<file path="config.mk">
export PLATFORM = sky130hd
export DESIGN_NAME = key_entry_ctrl
export DESIGN_NICKNAME = d
export VERILOG_FILES = /design/src/rtl/key_entry_ctrl_pkg.sv /design/src/rtl/key_shift_reg.sv /design/src/rtl/key_entry_ctrl.sv
export SDC_FILE = /design/constraint.sdc
export NUM_CORES = 1
export LEC_CHECK = 0
export ABC_CLOCK_PERIOD_IN_PS = 2500
export BUFFER_PORTS_ARGS = -buffer_cell sky130_fd_sc_hd__buf_4
export CORE_MARGIN = 1.5
export CORE_UTILIZATION = 45
export CTS_CLUSTER_DIAMETER = 120
export CTS_CLUSTER_SIZE = 16
export DETAILED_ROUTE_END_ITERATION = 8
export PLACE_DENSITY_LB_ADDON = 0.12
export SLEW_MARGIN = 10
export SYNTH_ARGS = -nofsm -noshare
export SYNTH_HDL_FRONTEND = slang
export SYNTH_HIERARCHICAL = 1
export SYNTH_SLANG_ARGS = --single-unit
export TNS_END_PERCENT = 20
</file>
<file path="constraint.sdc">
create_clock -name clock -period 2.5 [get_ports clock]
set_input_delay 0.125 -clock clock [delete_from_list [all_inputs] [get_ports clock]]
set_output_delay 0.125 -clock clock [all_outputs]
set_load 0.03 [all_outputs]
</file>
<file path="src/rtl/key_entry_ctrl_pkg.sv">
// Shared constants for the keypad time-entry controller.
// Holds the FSM state encoding, the entry timeout length, the largest
// accepted digit code and the hour/minute digit limits used to decide
// whether the four entered digits form a legal HH:MM value.
package key_entry_ctrl_pkg;

    typedef enum logic [2:0] {
        IDLE       = 3'd0,
        ENTRY      = 3'd1,
        LOAD_ALARM = 3'd2,
        LOAD_TIME  = 3'd3,
        ERROR      = 3'd4
    } state_t;

    localparam logic [3:0] TIMEOUT_SECS    = 4'd10;
    localparam logic [3:0] MAX_DIGIT       = 4'd9;
    localparam logic [3:0] MAX_MS_HR       = 4'd2;
    localparam logic [3:0] MAX_LS_HR_AT_20 = 4'd3;
    localparam logic [3:0] MAX_MS_MIN      = 4'd5;
    localparam logic [2:0] FULL_DIGITS     = 3'd4;

    // Legal 24-hour HH:MM: hours 00-23, minutes 00-59 (ls_min is always 0-9).
    function automatic logic is_valid_time(input logic [3:0] ms_hr,
                                           input logic [3:0] ls_hr,
                                           input logic [3:0] ms_min);
        return (ms_hr <= MAX_MS_HR)
            && !((ms_hr == MAX_MS_HR) && (ls_hr > MAX_LS_HR_AT_20))
            && (ms_min <= MAX_MS_MIN);
    endfunction

endpackage

</file>
<file path="src/rtl/key_shift_reg.sv">
// Four-digit entry buffer with time-validity check.
// Ports:
//   clock, reset         - system clock, asynchronous active-high reset
//   shift_en             - shift key in at ls_min, oldest digit drops off ms_hr
//   clear                - zero the buffer (wins over shift_en)
//   key                  - digit to shift in
//   ms_hr..ls_min        - buffered digits, most significant first
//   time_valid           - buffer currently holds a legal HH:MM
module key_shift_reg
    import key_entry_ctrl_pkg::*;
(
    input  logic       clock,
    input  logic       reset,
    input  logic       shift_en,
    input  logic       clear,
    input  logic [3:0] key,
    output logic [3:0] ms_hr,
    output logic [3:0] ls_hr,
    output logic [3:0] ms_min,
    output logic [3:0] ls_min,
    output logic       time_valid
);

    always_ff @(posedge clock or posedge reset) begin
        if (reset) begin
            ms_hr  <= '0;
            ls_hr  <= '0;
            ms_min <= '0;
            ls_min <= '0;
        end else if (clear) begin
            ms_hr  <= '0;
            ls_hr  <= '0;
            ms_min <= '0;
            ls_min <= '0;
        end else if (shift_en) begin
            ms_hr  <= ls_hr;
            ls_hr  <= ms_min;
            ms_min <= ls_min;
            ls_min <= key;
        end
    end

    assign time_valid = is_valid_time(ms_hr, ls_hr, ms_min);

endmodule

</file>
<file path="src/rtl/key_entry_ctrl.sv">
// Keypad time/alarm entry controller.
// Collects up to four digits, then commits them as alarm or current time on
// the matching button, rejecting short or illegal entries. An idle entry is
// abandoned after TIMEOUT_SECS one_second ticks without a digit.
// Ports:
//   clock, reset                 - system clock, asynchronous active-high reset
//   key, key_valid               - keypad code and its one-cycle qualifier
//   alarm_button, time_button    - one-cycle commit strobes
//   one_second                   - 1 Hz tick
//   key_ms_hr..key_ls_min        - entered digits
//   load_new_alarm/load_new_time - one-cycle load strobes
//   entry_active                 - high while collecting digits
//   entry_error                  - one-cycle strobe on a rejected commit
module key_entry_ctrl
    import key_entry_ctrl_pkg::*;
(
    input  logic       clock,
    input  logic       reset,
    input  logic [3:0] key,
    input  logic       key_valid,
    input  logic       alarm_button,
    input  logic       time_button,
    input  logic       one_second,
    output logic [3:0] key_ms_hr,
    output logic [3:0] key_ls_hr,
    output logic [3:0] key_ms_min,
    output logic [3:0] key_ls_min,
    output logic       load_new_alarm,
    output logic       load_new_time,
    output logic       entry_active,
    output logic       entry_error
);

    state_t     state;
    state_t     state_nxt;
    logic [2:0] digit_count;
    logic [3:0] timeout_cnt;
    logic       any_button;
    logic       accept;
    logic       commit_ok;
    logic       tick_expire;
    logic       buf_clear;
    logic       time_valid;

    key_shift_reg u_buf (
        .clock      (clock),
        .reset      (reset),
        .shift_en   (accept),
        .clear      (buf_clear),
        .key        (key),
        .ms_hr      (key_ms_hr),
        .ls_hr      (key_ls_hr),
        .ms_min     (key_ms_min),
        .ls_min     (key_ls_min),
        .time_valid (time_valid)
    );

    // Priority in ENTRY: button > digit > timeout tick. Buttons are ignored
    // in IDLE, so a digit arriving with a button there is still taken.
    always_comb begin
        any_button  = alarm_button || time_button;
        accept      = key_valid && (key <= MAX_DIGIT)
                   && ((state == IDLE) || ((state == ENTRY) && !any_button));
        commit_ok   = (digit_count == FULL_DIGITS) && time_valid
                   && !(alarm_button && time_button);
        tick_expire = (state == ENTRY) && !any_button && !accept && one_second
                   && ((timeout_cnt + 4'd1) == TIMEOUT_SECS);
        buf_clear   = (state == LOAD_ALARM) || (state == LOAD_TIME)
                   || (state == ERROR) || tick_expire;

        state_nxt = state;
        case (state)
            IDLE: begin
                if (accept)
                    state_nxt = ENTRY;
            end
            ENTRY: begin
                if (any_button)
                    state_nxt = !commit_ok ? ERROR
                              : (alarm_button ? LOAD_ALARM : LOAD_TIME);
                else if (tick_expire)
                    state_nxt = IDLE;
            end
            default: state_nxt = IDLE;
        endcase
    end

    // Strobes are registered copies of the next-state decode, so each one is
    // high exactly while the FSM sits in its state.
    always_ff @(posedge clock or posedge reset) begin
        if (reset) begin
            state          <= IDLE;
            digit_count    <= '0;
            timeout_cnt    <= '0;
            load_new_alarm <= 1'b0;
            load_new_time  <= 1'b0;
            entry_active   <= 1'b0;
            entry_error    <= 1'b0;
        end else begin
            state          <= state_nxt;
            load_new_alarm <= (state_nxt == LOAD_ALARM);
            load_new_time  <= (state_nxt == LOAD_TIME);
            entry_active   <= (state_nxt == ENTRY);
            entry_error    <= (state_nxt == ERROR);
            if (state_nxt != ENTRY) begin
                digit_count <= '0;
                timeout_cnt <= '0;
            end else if (accept) begin
                timeout_cnt <= '0;
                if (digit_count != FULL_DIGITS)
                    digit_count <= digit_count + 3'd1;
            end else if (one_second) begin
                timeout_cnt <= timeout_cnt + 4'd1;
            end
        end
    end

endmodule

</file>
==> results_dict.tcl <==
set metrics [dict create \
    worst_pin_slew_ns 0.607 \
    cts_buffers 5 \
    cp_slowest_cell "dfrtp_1" \
    start_kind "flip-flop" \
    h-tree-depth 2 \
    p_sw_uw 586 \
    drt-wirelength-per-cell_um 13.3 \
    syn-num-nets 150 \
    clock-root-buffer "clkbuf_4" \
    cts_max_path_buffers 2 \
    rows 20 \
    drt_iter0_drc 38 \
    area_delta_synth_final_pct 23.6 \
    slew_viol_final 0 \
    fmax_mhz 492 \
    peakVddDrop_mv 0.470 \
    place_area_um2 1740 \
    setup-violations-final 0 \
    die_h_um 60.3 \
    die-width_um 60.3 \
    layout.cells.non_filler 216 \
    fin_crit_sh_pct 81.4 \
    syn_area_per_cell_um2 10.9 \
    comb_power_share_pct 35.5 \
    viasPerCell 5.09 \
    cts_sinks 30 \
    initial_core_util_pct 48.0 \
    p_leak_nw 0.894 \
    globalplace.congestion 0.800 \
    pwr-share-seq_pct 42.4 \
    skew_ns 0.00806 \
    p_per_area_nw_per_um2 863 \
    p_total_mw 1.58 \
    relSlewSlack_pct 59.5 \
    seq_area_frac_synth_pct 50.8 \
    synth_cell_type_count 38 \
    dp_hpwl_um 2090 \
    cp.arrival_ns 2.24 \
    dr_total_vias 1100 \
    cap_violations 0 \
    ys_ff_latch 30 \
    antenna_cells 0 \
    dieArea_um2 3640 \
    cp-end-kind "flip-flop" \
    first_pass_iters 2 \
    rsz0062_at_grt "no" \
    rr_worst_depth 7 \
    switching_share_pct 37.2 \
    grt_usage_pct 17.5 \
    cts_tree "yes" \
    io_buffer_count 29 \
    p_int_uw 991 \
    worstSetupPathType "reg -> reg" \
    worstPathMaxFanout 16 \
    nNetsFinal 185 \
    grt_pass1_wl_um 4600 \
    grt_max_degree 17 \
    overflow 0 \
    tns_ns 0 \
    core_area_um2 3080 \
    grt_pass1_vias 1057 \
    clock_latency_ns 0.32 \
    path_cells "ha_1 > xor2_1 > or3_4 > nor3b_2 > a311o_1 > buf_4 > nor2_1" \
    hold_viol 0 \
    boundaryPins 30 \
    cts_setup_buffers 0 \
    grt_antenna_before_repair 0 \
    drive_gt1_share_pct 27.9 \
    required_ns 2.71 \
    syn-cell-area_um2 1480 \
    clkTransAtPathRegs_ns 0.08 \
    drc 0 \
    yosys_warnings 6 \
    synth_cells 136 \
    postRouteAntennaNets 0 \
    period_minus_slack_ns 2.03 \
    routed_wl_um 2870 \
    post-place-cells 207 \
    hold_path.class "in -> reg" \
    pwr-share-clk_pct 22.1 \
    status "finished, final reports clean" \
    hold_depth 2 \
    final_area_um2 1830 \
    critPathMaxStageDelay_ns 0.44 \
]
## stage by stage
step	setup WS [ns]	util, %	hold WS, ns
after floorplan	0.370	-	0.0142
after global placement	0.529	56.5	0.218
after detailed placement	0.453	56.5	0.218
after CTS	0.444	59.3	0.0204
after global routing	0.343	59.3	0.0133
final	0.466	59.3	0.0326
## layer usage
metal | GRT usage, % | up-vias | share of wire [%]
met2 | 29.2 | 25 | 49
met3 | 4.55 | 5 | 4.1
met4 | 8.57 | 0 | 1.5
met1 | 21.1 | 524 | 45
met5 | 0 | - | 0
li1 | - | 546 | -
## path summary, 6_finish.rpt
kind	startpoint	to	slack (ns)
max	timeout_cnt[0]	u_buf/ls_hr[0]	0.47
min	one_second	timeout_cnt[1]	0.03
max reg2reg	timeout_cnt[0]	u_buf/ls_hr[0]	0.47
min reg2reg	u_buf/ms_hr[2]	u_buf/ms_hr[2]	0.55
max in group asynchronous	reset	u_buf/ms_min[2]	1.67
min in group asynchronous	reset	state[2]	0.40
## repair_timing
action / 4_1_cts / 5_1_grt
hold buffers: 1 / 0
resized for setup: 0 / 0
setup endpoints to repair: 0 / 0
hold endpoints to repair: 30 / 0
## Yosys cell counts (all sizes together)
library cell,n,area [µm²]
nand3,1,5.00
a211o,1,8.76
nor3b,2,20.0
a221oi,1,15.0
nand2,5,18.8
inv,7,26.3
nor2b,1,6.26
or3,4,30.0
o21ai,7,46.3
and3,1,6.26
a311o,1,10.0
buf,4,27.5
a21oi,5,25.0
nand4b,1,8.76
dfrtp,30,751
and4,1,8.76
nand2b,3,18.8
o211ai,2,20.0
mux2i,17,170
or3b,1,8.76
and2,2,12.5
xnor2,1,8.76
nor3,1,5.00
ha,4,50.1
a22oi,2,15.0
nand4,3,25.0
nor2,23,88.8
xor2,3,26.3
a211oi,2,15.0
## cell families after synthesis
kind of cell,after synthesis,share of synthesized area (%)
simple gates,49,17.8
compound gates,21,10.5
xor+xnor,4,2.37
mux,17,11.5
fa+ha+maj,4,3.39
buf+inv,11,3.64
flops,30,50.8
## worst max-delay path, delay by kind of cell (launching register included)
kind                     cells  cell delay, ns
AND/OR/NAND/NOR              3            0.68
flip-flops                   1            0.44
adder cells (fa/ha/maj)      1            0.24
buffers and inverters        1            0.21
AO/OA/AOI/OAI                1            0.19
XOR/XNOR                     1            0.16
## sequential cells by signal, indices dropped and copies added, names as in the netlist
signal and count:
entry_error 1, load_new_time 1, u_buf/ls_hr 4, load_new_alarm 1
u_buf/ms_min 4, timeout_cnt 4, u_buf/ls_min 4, entry_active 1
u_buf/ms_hr 4, digit_count 3, state 3
## cell type report
class,count,area (µm²)
Multi-Input combinational cell,95,673
Timing Repair Buffer,32,243
Sequential cell,30,751
Fill cell,286,1250
Inverter,7,26.3
Clock buffer,8,78.8
Tap cell,44,55.1
## power groups by stage
stage | clock network [mW] | registers (mW) | logic [mW]
after floorplan | 0 | 0.832 | 0.194
after global placement | 0 | 0.673 | 0.556
after detailed placement | 0 | 0.678 | 0.562
after CTS | 0.365 | 0.669 | 0.565
after global routing | 0.380 | 0.685 | 0.602
final | 0.349 | 0.668 | 0.559
## cells in the final DEF, fill, tap and decap left out, types with 3 or more instances in the layout
cell      instances
mux2i_1          17
o21ai_0           4
clkbuf_8          3
or3_1             3
inv_1             7
nor2_1           22
dfrtp_1          30
ha_1              4
nand2_1           5
o21ai_2           3
nand2b_1          3
clkbuf_4          5
xor2_1            3
buf_4            31
a21oi_1           5
Power figures use the tool's default switching activity.
